[src/rtl/multicycle_rv_core.sv]
// multicycle_rv_core: multi-cycle RV32I-subset core with valid/req fetch and data ports.
// Define CPU_PERF_CNT_EN to build the retired-instruction counter (instret); otherwise instret reads 0.
module multicycle_rv_core #(
  parameter logic [31:0] RESET_PC = 32'h0000_0000,
  parameter int          NUM_REGS = 32
) (
  input  logic        clk,
  input  logic        rst,
  output logic [31:0] pcAddr,
  output logic        insReq,
  input  logic        insValid,
  input  logic [31:0] insData,
  output logic        memReq,
  output logic        memWe,
  output logic [31:0] memAddr,
  output logic [31:0] memWData,
  input  logic        memValid,
  input  logic [31:0] memRData,
  output logic        halted,
  output logic [31:0] instret
);
  localparam int AW = $clog2(NUM_REGS);
  typedef enum logic [1:0] {FETCH, EXEC, MEM, HALT} state_t;
  state_t state, state_n;
  logic [31:0] pc, pc_n, ir, ir_n, addr_n, wdata_n;
  logic        mwe_n, wb_en;
  logic [31:0] wb_data;
  logic [31:0] regs [NUM_REGS];
  logic [6:0]  opc, f7;
  logic [2:0]  f3;
  logic [4:0]  rd, rs1, rs2;
  logic [31:0] imm_i, imm_s, imm_b, imm_j, imm_u, rv1, rv2, opb, alu, res, tgt, ea;
  logic        alu_ok, is_r, is_i, is_lui, is_lw, is_sw, is_br, is_jal, is_jalr;
  logic        use_rs1, use_rs2, use_rd, bad_reg, legal, taken;
  assign {f7, rs2, rs1, f3, rd, opc} = ir;
  assign imm_i = {{20{ir[31]}}, ir[31:20]};
  assign imm_s = {{20{ir[31]}}, ir[31:25], ir[11:7]};
  assign imm_b = {{19{ir[31]}}, ir[31], ir[7], ir[30:25], ir[11:8], 1'b0};
  assign imm_j = {{11{ir[31]}}, ir[31], ir[19:12], ir[20], ir[30:21], 1'b0};
  assign imm_u = {ir[31:12], 12'b0};
  assign rv1 = rs1 == 5'd0 ? 32'd0 : regs[rs1[AW-1:0]];
  assign rv2 = rs2 == 5'd0 ? 32'd0 : regs[rs2[AW-1:0]];
  assign alu_ok  = f3 inside {3'd0, 3'd2, 3'd4, 3'd6, 3'd7};
  assign is_r    = opc == 7'h33 && alu_ok && (f7 == 7'h00 || (f7 == 7'h20 && f3 == 3'd0));
  assign is_i    = opc == 7'h13 && alu_ok;
  assign is_lui  = opc == 7'h37;
  assign is_lw   = opc == 7'h03 && f3 == 3'd2;
  assign is_sw   = opc == 7'h23 && f3 == 3'd2;
  assign is_br   = opc == 7'h63 && f3[2:1] == 2'b00;
  assign is_jal  = opc == 7'h6f;
  assign is_jalr = opc == 7'h67 && f3 == 3'd0;
  assign use_rs1 = is_r | is_i | is_lw | is_sw | is_br | is_jalr;
  assign use_rs2 = is_r | is_sw | is_br;
  assign use_rd  = is_r | is_i | is_lui | is_lw | is_jal | is_jalr;
  // RV32E builds reject any register field naming x16..x31
  assign bad_reg = NUM_REGS < 32 && ((use_rs1 && rs1[4]) || (use_rs2 && rs2[4]) || (use_rd && rd[4]));
  assign legal   = (is_r | is_i | is_lui | is_lw | is_sw | is_br | is_jal | is_jalr) && !bad_reg;
  assign opb = is_r ? rv2 : imm_i;
  assign alu = f3 == 3'd0 ? (is_r && f7[5] ? rv1 - opb : rv1 + opb) :
               f3 == 3'd7 ? rv1 & opb :
               f3 == 3'd6 ? rv1 | opb :
               f3 == 3'd4 ? rv1 ^ opb : {31'b0, $signed(rv1) < $signed(opb)};
  assign taken = (rv1 == rv2) ^ f3[0];
  assign tgt = is_jalr ? (rv1 + imm_i) & ~32'd1 :
               is_jal ? pc + imm_j :
               is_br && taken ? pc + imm_b : pc + 32'd4;
  assign res = is_lui ? imm_u : (is_jal | is_jalr) ? pc + 32'd4 : alu;
  assign ea = rv1 + (is_sw ? imm_s : imm_i);
  assign pcAddr = pc;
  assign halted = state == HALT;
  always_comb begin
    state_n = state;
    pc_n    = pc;
    ir_n    = ir;
    addr_n  = memAddr;
    wdata_n = memWData;
    mwe_n   = memWe;
    wb_en   = 1'b0;
    wb_data = res;
    case (state)
      FETCH: if (insReq && insValid) begin
        ir_n    = insData;
        state_n = EXEC;
      end
      EXEC: if (!legal) state_n = HALT;
      else if (is_lw || is_sw) begin
        if (ea[1:0] != 2'b00) state_n = HALT;
        else begin
          state_n = MEM;
          addr_n  = ea;
          wdata_n = rv2;
          mwe_n   = is_sw;
        end
      end else if (tgt[1:0] != 2'b00) state_n = HALT;
      else begin
        pc_n    = tgt;
        wb_en   = use_rd;
        state_n = FETCH;
      end
      MEM: if (memReq && memValid) begin
        wb_en   = !memWe;
        wb_data = memRData;
        pc_n    = pc + 32'd4;
        state_n = FETCH;
      end
      default: ;
    endcase
  end
  always_ff @(posedge clk or posedge rst) begin
    if (rst) begin
      state    <= FETCH;
      pc       <= RESET_PC;
      ir       <= '0;
      insReq   <= 1'b0;
      memReq   <= 1'b0;
      memWe    <= 1'b0;
      memAddr  <= '0;
      memWData <= '0;
      for (int i = 0; i < NUM_REGS; i++) regs[i] <= '0;
    end else begin
      state    <= state_n;
      pc       <= pc_n;
      ir       <= ir_n;
      insReq   <= state_n == FETCH;
      memReq   <= state_n == MEM;
      memWe    <= mwe_n;
      memAddr  <= addr_n;
      memWData <= wdata_n;
      if (wb_en && rd != 5'd0) regs[rd[AW-1:0]] <= wb_data;
    end
  end
`ifdef CPU_PERF_CNT_EN
  always_ff @(posedge clk or posedge rst) begin
    if (rst) instret <= '0;
    else if ((state == EXEC || state == MEM) && state_n == FETCH) instret <= instret + 32'd1;
  end
`else
  assign instret = '0;
`endif
endmodule
[config.mk]
export PLATFORM = sky130hd
export DESIGN_NAME = multicycle_rv_core
export DESIGN_NICKNAME = d
export VERILOG_FILES = /design/src/rtl/multicycle_rv_core.sv
export SDC_FILE = /design/constraint.sdc
export NUM_CORES = 2
export LEC_CHECK = 0
export BUFFER_PORTS_ARGS = -buffer_cell sky130_fd_sc_hd__buf_2
export CAP_MARGIN = 10
export CORE_AREA = 5 5 691 419
export DETAILED_ROUTE_END_ITERATION = 8
export DIE_AREA = 0 0 696 424
export GPL_TIMING_DRIVEN = 1
export PLACE_DENSITY_LB_ADDON = 0.25
export SYNTH_ARGS = -nofsm -noshare
export SYNTH_HDL_FRONTEND = slang
export SYNTH_SLANG_ARGS = --single-unit
[constraint.sdc]
create_clock -name clk -period 40.5 [get_ports clk]
set_input_delay 6.075 -clock clk [delete_from_list [all_inputs] [get_ports clk]]
set_output_delay 6.075 -clock clk [all_outputs]
set_load 0.005 [all_outputs]
# After elaboration in Yosys (flattened, before gate mapping)
# Cells that the tools add are included.
[word_totals] ff_bits=1157 inputBits=68 out_inout_bits=132
[op_classes] addsub=7 magnitude_cmp=5 eq_ne=22 n_mux=42 bitwise_logic=18 n_reduce_logical=32
[ops] cell="bitwise mux 1024 bit" count=1
[ops] cell="two-way mux 32 bit" count=24
[ops] cell="binary-select mux 32 bit (select 5 bit)" count=2
[ops] cell="adder 32 bit" count=5
[ops] cell="demux 32 bit (select 5 bit)" count=1
[ops] cell="one-hot mux 32 bit (2 select lines)" count=1
[ops] cell="adder 32 x 3 -> 32 bit, second input constant" count=1
[ops] cell="AND 32 bit" count=1
[ops] cell="== test 32 bit" count=1
[ops] cell="less-than comparator 32 bit" count=1
[ops] cell="bitwise OR 32 bit" count=1
[ops] cell="subtractor 32 bit" count=1
[ops] cell="bitwise XOR 32 bit" count=1
[ops] cell="== test 7 x 6 -> 1 bit, second input constant" count=4
[ops] cell="== test 7 bit, second input constant" count=3
[ops] cell="greater-or-equal comparator 6 bit, second input constant" count=3
[ops] cell="NOT 5 -> 6 bit" count=3
[ops] cell="logical AND 1 bit" count=14
[ops] cell="logical NOT 5 bit" count=2
[ops] cell="two-way mux 2 bit" count=5
[ops] cell="bitwise OR 1 bit" count=10
[ops] cell="nonzero test 5 bit" count=2
[ops] cell="== test 3 bit, second input constant" count=3
[ops] cell="!= test 2 bit, second input constant" count=4
[ops] cell="21 further kinds" count=32

# Depth between registers and ports, before layout
[depth] depth_word=17 depth_mapped=27 mapped_depth_nobuf=21

# Least setup slack after synthesis
# No wires, ideal clock.
[synth_path] kind="input-to-reg" from="input memValid" to="register regs[213] in the netlist's numbering" setup_time_ns=0.118 arrival_ns=7.870 required_ns=40.382 slack_ns=32.512 path_stages=9 n_path_buf=4 path_cell_list="and3_1 > clkbuf_1 > buf_1 > clkbuf_1 > o21ai_0 > a21oi_1 > clkbuf_1 > nor2_1 > a21o_1"
[synth_between] elab_chain_len=4 elab_cells_between_ends=7 cone_classes="5 x mux; 2 x reduce/logical"
[synth_lines] element="start: declaration" line="17" rtl="input logic memValid,"
[synth_lines] element="logical AND 1 bit (*)" line="100" rtl="MEM: if (memReq && memValid) begin"
[synth_lines] element="two-way mux 1 bit / two-way mux 32 bit (equally long branches)" line="100"
[synth_lines] element="one-hot mux 1 bit (2 select lines) / two-way mux 32 bit (equally long branches)" line="80" rtl="case (state)"
[synth_lines] element="logical AND 1 bit / bitwise mux 1024 bit (equally long branches)" line="129" rtl="if (wb_en && rd != 5'd0) regs[rd[AW-1:0]] <= wb_data;"
[synth_lines] element="end signal: indexed assignment" line="129"
[synth_lines] element="end: declaration" line="28" rtl="logic [31:0] regs [NUM_REGS];"
# Every way passes the cells marked *; elsewhere a longest branch is shown, timed or not.
# A chain may end at the register's enable or synchronous reset.

# Worst setup path in the final report
[layout_path] from="register ir[15]" to="register regs[847] in the netlist's numbering"
[layout_between] elab_chain_len=17 elab_cells_between_ends=34 cone_classes="3 x add/sub; 1 x eq/ne; 21 x mux; 5 x bitwise; 4 x reduce/logical"
[layout_lines] element="start: declaration" line="25" rtl="logic [31:0] pc, pc_n, ir, ir_n, addr_n, wdata_n;"
[layout_lines] element="start signal: assignment" line="123" rtl="ir <= ir_n;"
[layout_lines] element="branches (longest 17 deep; another with adder 32 bit)"
# Several ways; the timed one is not identified. The select of a mux whose other input is x is not followed.

==> key figures <==
Die
  • Total die area: 295100 um2
  • Initial Utilization: 0.2577
  • Row count: 152
  • Die Height: 424 um
  • Die width: 696 um
  • I/O pin total: 200
  • Core region area: 283600 um2

Power
  • Flop pwr share: 0.487
  • Leak: 34.03 nW
  • Net switching fraction of the power: 0.2343
  • Switching power: 0.0005561 W
  • Power density cells: 29.03 nW/um2
  • Clock power frac: 0.500
  • Pint: 0.001817 W
  • Power Total: 0.002373 W
  • Maximum vdd ir drop: 0.00003860 V
  • Comb power frac: 0.014

Detailed routing
  • Iteration-0 DRC Markers: 8836
  • Routed Antenna Nets: 0
  • DRC: 0
  • DR pass1 iterations: 9
  • Routed len/inst: 31.98 um
  • Routed Wire Length: 349000 um
  • Drt via density: 5.691
  • DR vias: 62110

Clock tree
  • Clk slew on worst S/H paths: 0.07 ns
  • Worst skew pair latency: 0.78 ns
  • Num CTS Buffers: 111
  • H-Tree Depth: 3
  • Number of hold buffers added after CTS: 0
  • CTS Buffer Depth: 3
  • Post-CTS repair timing setup buffer count: 0
  • Clock root buffer: clkbuf_16
  • Sink Count: 1157
  • CTS tree: done
  • PostCTS Resize Cnt: 0

Critical path
  • Peak fanout along the critical path: 73
  • Arr. time, crit path: 11.86 ns
  • Worst path cell trace: buf_4 > buf_12 > buf_4 > buf_4 > buf_4 > mux4_2 > o22ai_1 > or4_1 > nand2_1 > inv_1 > ha_1 > nand2_1 > nand3_1 > o2111ai_1 > a211oi_1 > o31ai_1 > buf_4 > o21ai_0 > o21ai_0 > xor2_1 > o21ai_4 > o31ai_1
  • Critical Setup Path Class: reg -> reg
  • Crit path largest cell delay: 0.98 ns
  • CP Launch Type: register
  • CP Data Required Time: 41.15 ns
  • Crit end category: register
  • Worst path top cell family by delay: buffers and inverters
  • Most used cell, CP: buf_4
  • Worst path bufs/invs: 7
  • Slowest CP cell: xor2_1

Logic synthesis
  • Seq cells post-synth: 1157
  • Register area share after synthesis: 0.3962
  • Synth Warn #: 0
  • EDFF count, synth: 0
  • Post-Syn Area per Cell: 10.18 um2
  • Cell variety after synth: 108
  • Async SR Flop Fraction: 1.000
  • Main synth FF type: dfrtp_1
  • Synthesized netlist cell count: 7182
  • Mapped cell area: 73080 um2

Global route
  • Vias in the first global route: 57630
  • Global-route wire length before repair: 481600 um
  • Total track usage: 0.2290
  • Initial antenna violation count: 33
  • Total gr overflow: 0
  • Largest net degree at the start of global routing: 175

Timing
  • Sum Neg Setup Slack: 0 ns
  • Max Clk Rate: 89.26 MHz
  • Final setup vio count: 0
  • Tcrit/Tclk final: 0.2766
  • Final-report max-slew violation count: 0
  • Minimum clock period: 11.20 ns
  • Final Hold Vio Count: 0
  • Worst slew margin: 0.05422
  • RSZ-0062 raised after global routing: false
  • Skew final: 0.06463 ns
  • Worst Tran Pin Value: 1.413 ns

Min path
  • HP Class: reg -> reg

Final layout
  • Non-Filler Instances: 10910
  • P&R area growth vs syn: 11.86%
  • Layout Nets: 7282
  • Share of cells above drive strength 1: 0.1979

Place
  • Post-DP HPWL: 245800 um
  • IO Port Bufs: 167
  • GPL Wtd Cong: 1.021
  • Inst Count DP: 10690

Flow run
  • Max-cap violation count: 0

Run status
  • Status: finished, final reports clean
## cells in the final DEF (no fill, tap or decap), drive strengths merged, types with 29 or more instances in the layout
cell    Yosys  routed
xor2       77      77
dfrtp    1157    1157
inv       290     297
a21oi     524     524
xnor2     111     111
or3        41      41
mux4      461     461
ha        173     173
mux2      221     221
nand2     761     761
a31oi      44      44
a211oi     84      84
a21o       93      93
conb        1      32
nor2b      32      32
o31ai      50      50
mux2i     350     350
a22o       60      60
nand4      38      38
o21ai     664     664
clkbuf    414     165
o22ai      31      31
a22oi      38      38
o221ai     35      35
buf       275     397
nor3       54      54
nand3     102     102
a221oi     29      29
nor2      561     561
o21bai     39      39
and3       30      30
## metrics by stage
step                      instance area, um2  hold WS (ns)  utilization  setup slack (ns)
after global placement                 77640        0.3612       0.2738             29.21
after floorplan                        73200        0.4246            -             1.838
final                                  81750        0.3794       0.2883             29.30
after detailed placement               77640        0.3645       0.2738             29.13
after CTS                              81670        0.3812       0.2880             29.78
after global routing                   81730        0.3865       0.2882             29.12
## synth_stat cells, drive strengths merged (16+ instances only)
cell | count | area share
a211oi | 84 | 0.0086
a21o | 93 | 0.0097
a21oi | 524 | 0.036
a221oi | 29 | 0.0036
a22o | 60 | 0.0072
a22oi | 38 | 0.0040
a31oi | 44 | 0.0038
and2 | 27 | 0.0023
and3 | 30 | 0.0026
buf | 275 | 0.026
clkbuf | 414 | 0.021
dfrtp | 1157 | 0.40
ha | 173 | 0.030
inv | 290 | 0.015
mux2 | 221 | 0.034
mux2i | 350 | 0.048
mux4 | 461 | 0.14
nand2 | 761 | 0.039
nand2b | 24 | 0.0021
nand3 | 102 | 0.0071
nand4 | 38 | 0.0035
nor2 | 561 | 0.030
nor2b | 32 | 0.0028
nor3 | 54 | 0.0039
nor4 | 25 | 0.0023
o2111ai | 16 | 0.0019
o211ai | 23 | 0.0024
o21ai | 664 | 0.046
o21bai | 39 | 0.0040
o221ai | 35 | 0.0042
o22ai | 31 | 0.0027
o31a | 17 | 0.0020
o31ai | 50 | 0.0051
or2 | 28 | 0.0024
or3 | 41 | 0.0035
xnor2 | 111 | 0.013
xor2 | 77 | 0.0092
## state kept, by name (all words and copies together), names as in the netlist
register	count
state	2
regs	1024
insReq	1
pcAddr	32
memWData	32
memWe	1
memAddr	32
ir	32
memReq	1
## area by class of cell
class / instances / area [um2]
diodes: 10 / 25.02
clock buffers: 164 / 3337
clock inverters: 45 / 689.4
fillers: 29430 / 201800
inverters: 294 / 1111
multi-input cells: 5073 / 40230
flip-flops and latches: 1157 / 28980
well taps: 3773 / 4721
repair buffers: 398 / 2645
## worst register-to-register path, cell delays in order, from the launching register on
cell	delay, ns
dfrtp_4	0.82
buf_4	0.66
buf_12	0.55
buf_4	0.90
buf_4	0.80
buf_4	0.80
mux4_2	0.62
o22ai_1	0.30
or4_1	0.38
nand2_1	0.40
inv_1	0.32
ha_1	0.26
nand2_1	0.12
nand3_1	0.21
o2111ai_1	0.32
a211oi_1	0.51
o31ai_1	0.25
buf_4	0.22
o21ai_0	0.49
o21ai_0	0.26
xor2_1	0.98
o21ai_4	0.49
o31ai_1	0.44
## metal layers
metal	part of all wire	track usage	vias to the layer above
met4	0.023	0.04662	16
met1	0.47	0.3566	32150
met5	0.0019	0.01385	-
met3	0.15	0.1129	440
li1	-	-	25680
met2	0.35	0.2708	3829
## power by group through the flow
stage / logic [W] / registers, W / clock network [W]
global route: 0.0000371 / 0.00115 / 0.00125
finish: 0.0000321 / 0.00115 / 0.00119
detailed placement: 0.0000336 / 0.00118 / 0
floorplan: 0.0000196 / 0.00118 / 0
global placement: 0.0000332 / 0.00118 / 0
CTS: 0.0000337 / 0.00115 / 0.00120
## path summary, 6_finish.rpt
| check | start | endpoint | slack, ns | depth (start not counted) |
|---|---|---|---|---|
| max in group asynchronous | rst | regs[699] | 30.20 | 7 |
| min | regs[1007] | regs[1007] | 0.38 | 0 |
| max reg2reg | ir[15] | regs[847] | 29.30 | 22 |
| min reg2reg | regs[1007] | regs[1007] | 0.38 | 0 |
| max | ir[15] | regs[847] | 29.30 | 22 |
| min in group asynchronous | rst | regs[363] | 5.46 | 2 |
## kinds of logic (layout without fill, tap and decap cells)
group                    after synthesis  after routing  share of synthesized area
AO/OA/AOI/OAI                       1877           1877                     0.1567
other                                  1             42                 0.00005131
XOR/XNOR                             188            188                    0.02253
flip-flops                          1157           1157                     0.3962
AND/OR/NAND/NOR                     1763           1763                     0.1067
multiplexers                        1032           1032                     0.2243
buffers and inverters                983            901                    0.06198
adder cells (fa/ha/maj)              181            181                    0.03154
(Power assumes the default switching activity.)
